**src/rtl/cache_perf_monitor_if.sv**
```systemverilog
// cache_perf_monitor_if: control, event-strobe and read-port bundle for the
// cache performance monitor. The master side drives run control, strobes and
// the read select; the slave side (the monitor) returns read data and status.
interface cache_perf_monitor_if #(
   parameter int NUM_CH = 3,
   parameter int CNT_W  = 32
);
   localparam int SEL_W = $clog2(3 * NUM_CH + 1);

   logic              start_i;
   logic              clr_i;
   logic [CNT_W-1:0]  cyc_limit_i;
   logic [NUM_CH-1:0] acc_i;
   logic [NUM_CH-1:0] hit_i;
   logic [NUM_CH-1:0] miss_i;
   logic              snap_i;
   logic [SEL_W-1:0]  rd_sel_i;
   logic [CNT_W-1:0]  rd_data_o;
   logic              busy_o;
   logic              done_o;
   logic [NUM_CH-1:0] err_o;

   modport master (
      output start_i, clr_i, cyc_limit_i, acc_i, hit_i, miss_i, snap_i, rd_sel_i,
      input  rd_data_o, busy_o, done_o, err_o
   );

   modport slave (
      input  start_i, clr_i, cyc_limit_i, acc_i, hit_i, miss_i, snap_i, rd_sel_i,
      output rd_data_o, busy_o, done_o, err_o
   );
endinterface

```
**src/rtl/cache_perf_monitor.sv**
```systemverilog
// cache_perf_monitor: per-channel access/hit/miss counters plus a cycle
// counter over a bounded run window, sticky protocol-error flags and a
// registered read port. All counters saturate.
// Optional feature macro: PERF_SNAPSHOT_EN (atomic shadow bank behind snap_i).
module cache_perf_monitor #(
   parameter int NUM_CH = 3,
   parameter int CNT_W  = 32
) (
   input  logic                clk_i,
   input  logic                rst_ni,
   cache_perf_monitor_if.slave bus
);
   localparam int NUM_CNT = 3 * NUM_CH + 1;

   typedef logic [CNT_W-1:0] cnt_t;
   typedef enum logic [1:0] {IDLE = 2'd0, RUN = 2'd1, DONE = 2'd2} state_e;

   state_e            state_q, state_d;
   logic              busy_q, done_q;
   logic [NUM_CH-1:0] err_q, err_d;
   cnt_t              cnt_q  [NUM_CNT];
   cnt_t              cnt_d  [NUM_CNT];
   cnt_t              rd_src [NUM_CNT];
   cnt_t              rd_data_q, rd_data_d;
   logic              run;
   logic              lim_hit;

   // Saturating increment: a full counter stays full instead of wrapping.
   function automatic cnt_t sat_inc(input cnt_t v, input logic en);
      if (en && (v != {CNT_W{1'b1}})) return v + cnt_t'(1);
      return v;
   endfunction

   assign run = (state_q == RUN);

   // The run ends on the edge whose increment lands exactly on the limit, so a
   // limit lowered below the current count never stops the run early.
   assign lim_hit = (bus.cyc_limit_i != '0) &&
                    (cnt_q[0] != {CNT_W{1'b1}}) &&
                    ((cnt_q[0] + cnt_t'(1)) == bus.cyc_limit_i);

   // Next state: clear dominates, start is ignored while running.
   always_comb begin
      state_d = state_q;
      case (state_q)
         IDLE:    if (bus.start_i) state_d = RUN;
         RUN:     if (lim_hit)     state_d = DONE;
         DONE:    if (bus.start_i) state_d = RUN;
         default: state_d = IDLE;
      endcase
      if (bus.clr_i) state_d = IDLE;
   end

   // Counter updates: every strobe counts on its own, only while running.
   always_comb begin
      cnt_d[0] = sat_inc(cnt_q[0], run);
      for (int c = 0; c < NUM_CH; c++) begin
         cnt_d[1 + 3*c] = sat_inc(cnt_q[1 + 3*c], run & bus.acc_i[c]);
         cnt_d[2 + 3*c] = sat_inc(cnt_q[2 + 3*c], run & bus.hit_i[c]);
         cnt_d[3 + 3*c] = sat_inc(cnt_q[3 + 3*c], run & bus.miss_i[c]);
      end
      if (bus.clr_i) begin
         for (int i = 0; i < NUM_CNT; i++) cnt_d[i] = '0;
      end
   end

   // Sticky protocol errors: hit together with miss, or hit/miss without access.
   always_comb begin
      err_d = err_q;
      if (state_q != IDLE) begin
         err_d = err_q | (bus.hit_i & bus.miss_i) |
                 ((bus.hit_i | bus.miss_i) & ~bus.acc_i);
      end
      if (bus.clr_i) err_d = '0;
   end

`ifdef PERF_SNAPSHOT_EN
   cnt_t shd_q [NUM_CNT];
   cnt_t shd_d [NUM_CNT];
   logic snap_vld_q, snap_vld_d;

   // Shadow bank captures the post-increment counter values in one edge.
   always_comb begin
      snap_vld_d = snap_vld_q;
      for (int i = 0; i < NUM_CNT; i++) shd_d[i] = shd_q[i];
      if (bus.snap_i) begin
         snap_vld_d = 1'b1;
         for (int i = 0; i < NUM_CNT; i++) shd_d[i] = cnt_d[i];
      end
      if (bus.clr_i) begin
         snap_vld_d = 1'b0;
         for (int i = 0; i < NUM_CNT; i++) shd_d[i] = '0;
      end
   end

   // Shadow bank registers.
   always_ff @(posedge clk_i or negedge rst_ni) begin
      if (!rst_ni) begin
         snap_vld_q <= 1'b0;
         for (int i = 0; i < NUM_CNT; i++) shd_q[i] <= '0;
      end else begin
         snap_vld_q <= snap_vld_d;
         for (int i = 0; i < NUM_CNT; i++) shd_q[i] <= shd_d[i];
      end
   end

   // Once a snapshot exists, reads see it instead of the live counters.
   always_comb begin
      for (int i = 0; i < NUM_CNT; i++) rd_src[i] = snap_vld_q ? shd_q[i] : cnt_q[i];
   end
`else
   logic unused_snap;
   assign unused_snap = bus.snap_i;

   // Reads always see the live counters.
   always_comb begin
      for (int i = 0; i < NUM_CNT; i++) rd_src[i] = cnt_q[i];
   end
`endif

   // Read mux: unmapped selects return zero.
   always_comb begin
      rd_data_d = '0;
      if (int'(bus.rd_sel_i) < NUM_CNT) rd_data_d = rd_src[bus.rd_sel_i];
   end

   // Control state, status decodes and error flags.
   always_ff @(posedge clk_i or negedge rst_ni) begin
      if (!rst_ni) begin
         state_q <= IDLE;
         busy_q  <= 1'b0;
         done_q  <= 1'b0;
         err_q   <= '0;
      end else begin
         state_q <= state_d;
         busy_q  <= (state_d == RUN);
         done_q  <= (state_d == DONE);
         err_q   <= err_d;
      end
   end

   // Counter bank and read register (read sees pre-increment values).
   always_ff @(posedge clk_i or negedge rst_ni) begin
      if (!rst_ni) begin
         for (int i = 0; i < NUM_CNT; i++) cnt_q[i] <= '0;
         rd_data_q <= '0;
      end else begin
         for (int i = 0; i < NUM_CNT; i++) cnt_q[i] <= cnt_d[i];
         rd_data_q <= rd_data_d;
      end
   end

   assign bus.rd_data_o = rd_data_q;
   assign bus.busy_o    = busy_q;
   assign bus.done_o    = done_q;
   assign bus.err_o     = err_q;
endmodule

```
**src/flat_wrapper.sv**
```systemverilog
// flat-port wrapper written by rule: the top's interface ports become plain ports
module cache_perf_monitor_flat 
#(
   parameter int NUM_CH = 3,
   parameter int CNT_W  = 32
)
  (clk_i, rst_ni, bus_start_i, bus_clr_i, bus_cyc_limit_i, bus_acc_i, bus_hit_i, bus_miss_i, bus_snap_i, bus_rd_sel_i, bus_rd_data_o, bus_busy_o, bus_done_o, bus_err_o);
  cache_perf_monitor_if #(.NUM_CH(NUM_CH), .CNT_W(CNT_W)) bus_i ();
  input  logic clk_i;
  input  logic rst_ni;
  input wire logic [$bits(bus_i.start_i)-1:0] bus_start_i;
  input wire logic [$bits(bus_i.clr_i)-1:0] bus_clr_i;
  input wire logic [$bits(bus_i.cyc_limit_i)-1:0] bus_cyc_limit_i;
  input wire logic [$bits(bus_i.acc_i)-1:0] bus_acc_i;
  input wire logic [$bits(bus_i.hit_i)-1:0] bus_hit_i;
  input wire logic [$bits(bus_i.miss_i)-1:0] bus_miss_i;
  input wire logic [$bits(bus_i.snap_i)-1:0] bus_snap_i;
  input wire logic [$bits(bus_i.rd_sel_i)-1:0] bus_rd_sel_i;
  output wire logic [$bits(bus_i.rd_data_o)-1:0] bus_rd_data_o;
  output wire logic [$bits(bus_i.busy_o)-1:0] bus_busy_o;
  output wire logic [$bits(bus_i.done_o)-1:0] bus_done_o;
  output wire logic [$bits(bus_i.err_o)-1:0] bus_err_o;
  assign bus_i.start_i = bus_start_i;
  assign bus_i.clr_i = bus_clr_i;
  assign bus_i.cyc_limit_i = bus_cyc_limit_i;
  assign bus_i.acc_i = bus_acc_i;
  assign bus_i.hit_i = bus_hit_i;
  assign bus_i.miss_i = bus_miss_i;
  assign bus_i.snap_i = bus_snap_i;
  assign bus_i.rd_sel_i = bus_rd_sel_i;
  assign bus_rd_data_o = bus_i.rd_data_o;
  assign bus_busy_o = bus_i.busy_o;
  assign bus_done_o = bus_i.done_o;
  assign bus_err_o = bus_i.err_o;
  cache_perf_monitor #(.NUM_CH(NUM_CH), .CNT_W(CNT_W)) u_core (.clk_i(clk_i), .rst_ni(rst_ni), .bus(bus_i));
endmodule
```
**config.mk**
```make
export PLATFORM = sky130hd
export DESIGN_NAME = cache_perf_monitor_flat
export DESIGN_NICKNAME = d
export VERILOG_FILES = /design/src/rtl/cache_perf_monitor_if.sv /design/src/rtl/cache_perf_monitor.sv /design/src/flat_wrapper.sv
export SDC_FILE = /design/constraint.sdc
export NUM_CORES = 1
export LEC_CHECK = 0
export CORE_ASPECT_RATIO = 0.5
export CORE_MARGIN = 2
export CORE_UTILIZATION = 50
export DETAILED_ROUTE_END_ITERATION = 8
export GPL_ROUTABILITY_DRIVEN = 0
export PLACE_DENSITY = 0.69
export SYNTH_ARGS = -nofsm -noshare
export SYNTH_HDL_FRONTEND = slang
export SYNTH_SLANG_ARGS = --single-unit
```
**constraint.sdc**
```tcl
create_clock -name clk_i -period 3.36 [get_ports clk_i]
set_input_delay 0.336 -clock clk_i [delete_from_list [all_inputs] [get_ports clk_i]]
set_output_delay 0.336 -clock clk_i [all_outputs]
set_load 0.02 [all_outputs]
```
==> impl_metrics.ini <==
[drt]
routed_via_density = 6.095
wl_um = 56790
first_iter_violations = 1782
detail_route.wl_per_cell_um = 20.36
vias = 17000
drtAntennaViolNets = 0
drc_errors = 0
drtPass1Iterations = 6

[pwr]
clkPwrFrac_pct = 45.7
comb_power_share_pct = 7.0
switching_power_mw = 2.234
power_mw = 9.272
p_leak_nw = 9.478
internal-power_mw = 7.038
switching_share_pct = 24.09
p_seq_share_pct = 47.3
vdd_drop_max_mv = 0.3268
power_density_mw_per_mm2 = 395.3

[synthesis]
ys_ff_latch = 359
syn_area_mm2 = 0.02088
yosys_warnings = 0
synthMuxAreaShare_pct = 9.240
synth_nets = 2239
synth.distinct_cells = 79
synth_simple_gate_area_share_pct = 24.84
synthArstFlopShare_pct = 100.0
synth_top_area_share_pct = 43.02
synth_compound_gate_area_share_pct = 6.610
synth_flop_cell = dfrtp_1
syn_inst = 2179
yosysSeqAreaShare_pct = 43.02
syn_avg_cell_area_um2 = 9.582
synth_xor_area_share_pct = 12.33
synthAdderAreaFrac_pct = 0.5992
synth_enable_flop_cells = 0
synth.area.top_cells = dfrtp_1 (43%), xor2_1 (7.7%), mux4_2 (6.8%)
netlist.top_cell.by_area = dfrtp_1
synth_top_family_by_area = simple AND/OR/NAND/NOR gates

[cts]
insertion_delay_ps = 560
clockRootBuffer = clkbuf_16
cts_tree = yes
cts.sinks = 359
clkSlewWorstSetupHoldPaths_ps = 60
htreeDepth = 2
cts_buffers = 35
ctsLongestPathBuffers = 3
post_cts_buffers = 0

[grt]
use_met2_pct = 40.44
grt_usage_pct = 26.37
gr-total-overflow = 0
grt_pass1_vias = 16130
met1_usage_pct = 38.59
grt_pass1_wl_um = 89920
antenna_found_initial = 0
busiest_layer = met2
grt_max_degree = 104
grtUsageMet3_pct = 4.752

[sta]
fin_worst_skew_ps = 25.78
finalCriticalPeriod_ps = 3059
max_slew_margin_pct = 39.66
setup_ws_ps = 301.3
setup_viol = 0
worstMarginPinSlew_ps = 901.8
report.final.slew_viol_count = 0
rsz0062_at_grt = no
max_freq_ghz = 0.3269
fin_tns_setup_ps = 0
fin_crit_sh_pct = 91.03
whs_ps = 254.8
hold_viol_final = 0

[worst_setup_path]
cp_slowest_cell = a2111oi_0
start_kind = flop
cp-end-kind = flop
crit_path_max_incr_delay_ps = 520
setup.worst_path.class = reg -> reg
cp.arrival_ps = 3520
worstPathRequired_ps = 3820
cp_max_fo = 7
path_cells = ha_1 > nand4_2 > nor2_1 > a31oi_1 > a2111oi_0 > nand4b_1 > nor3_4 > nand4_1 > a21oi_1

[run_status]
status = finished, final reports clean

[place]
hpwl_um = 40360
dp_cells = 2724
place_area_mm2 = 0.02223
io_buffers = 85
place_ws_ps = 389.6

[die]
die_w_um = 293
std_cell_rows = 52
dieArea_mm2 = 0.04351
start_util_pct = 51.18
io-pin-count = 87
die_h_um = 148.5
fp.coreArea_mm2 = 0.04079

[layout]
nNetsFinal = 2282
layout-drive-gt1-share_pct = 10.49
instances_no_fill = 2789
diodes = 0
area_delta_synth_final_pct = 12.33
stdcell_area_mm2 = 0.02345
utilization_pct = 57.49

[run]
cap_violations = 0

[hold_path]
hold_class = in -> reg
## state kept, by name (all words and copies together) (netlist names)
signal	cells
u_core.bus.rd_data_o	32
u_core.cnt_q	320
u_core.bus.done_o	1
u_core.bus.busy_o	1
u_core.state_q	2
u_core.bus.err_o	3
## repair_timing
item	in CTS	in global routing
setup endpoints to repair	0	0
resized for setup	0	0
hold buffers	1	0
endpoints found under the hold margin	80	0
## cell type report
class	instances	area (µm²)
clock buffers	49	1020
well taps	540	675.6
flip-flops and latches	359	8984
clock inverters	15	197.7
multi-input cells	1663	11200
inverters	42	157.7
repair buffers	121	1221
fillers	3518	17340
## cells in the final DEF, fill, tap and decap left out, types with 4 or more instances in the layout
cell type and instances:
mux2i_1 12, clkbuf_8 7, nor2b_1 6, bufinv_16 4, xor2_1 184, clkbuf_1 6, clkdlybuf4s50_1 80, a221oi_1 32
mux2_2 30, ha_1 10, nor2_1 329, inv_1 40, buf_12 8, and4_1 32, nor3_1 38, and2_1 17
nor4_1 22, nand4_1 81, a21oi_1 100, nand3_1 141, a31oi_1 5, or2_2 8, clkbuf_16 36, mux4_2 63
dfrtp_1 359, a2111oi_0 4, nand4_2 4, nand2_1 180, clkinv_2 6, and3_1 65, xnor2_1 110, or3_1 53
nand2b_1 4, o21ai_0 63, nor3_2 8, buf_4 28
## critical path: cells and delay by family (launching register included)
kind | cells | cell delay, ps
compound gates | 3 | 860
fa+ha+maj | 1 | 300
flops | 1 | 510
simple gates | 5 | 1310
## kinds of logic (layout without fill, tap and decap cells)
kind of cell             count (synthesis)  in the layout
AO/OA/AOI/OAI                          230            230
XOR/XNOR                               294            294
adder cells (fa/ha/maj)                 10             10
buffers and inverters                  157            227
flip-flops                             359            359
multiplexers                           108            108
AND/OR/NAND/NOR                       1021           1021
## Yosys cell counts, types with 32 or more instances
cell type	instances
or3_1	53
mux4_2	63
a221oi_1	32
and3_1	65
nor3_1	38
nand2_1	180
dfrtp_1	359
nor2_1	330
clkbuf_1	80
xnor2_1	110
nand4_1	81
a21oi_1	100
o21ai_0	63
nand3_1	141
xor2_1	184
and4_1	32
inv_1	41
## power by group through the flow
stage / clock network (mW) / logic, mW / registers [mW]
floorplan: 0 / 0.295 / 4.49
global placement: 0 / 0.650 / 4.47
detailed placement: 0 / 0.652 / 4.47
CTS: 4.30 / 0.656 / 4.39
global route: 4.49 / 0.704 / 4.39
finish: 4.23 / 0.650 / 4.39
## per-layer routing
metal	up-vias	wire length [µm]
li1	7787	-
met1	8542	25600
met2	583	25470
met3	88	4329
met4	0	1391
met5	-	0
## worst paths after layout
check | from | to | slack (ps) | cells past startpoint
max in group asynchronous | rst_ni | u_core.cnt_q[157] | 2100 | 3
hold / removal | bus_clr_i | u_core.cnt_q[3] | 250 | 2
setup / recovery | u_core.cnt_q[289] | u_core.bus.done_o | 300 | 9
setup reg to reg | u_core.cnt_q[289] | u_core.bus.done_o | 300 | 9
hold reg to reg | u_core.bus.err_o[1] | u_core.bus.err_o[1] | 510 | 2
min in group asynchronous | rst_ni | u_core.cnt_q[68] | 400 | 2
Power figures use the tool's default switching activity.
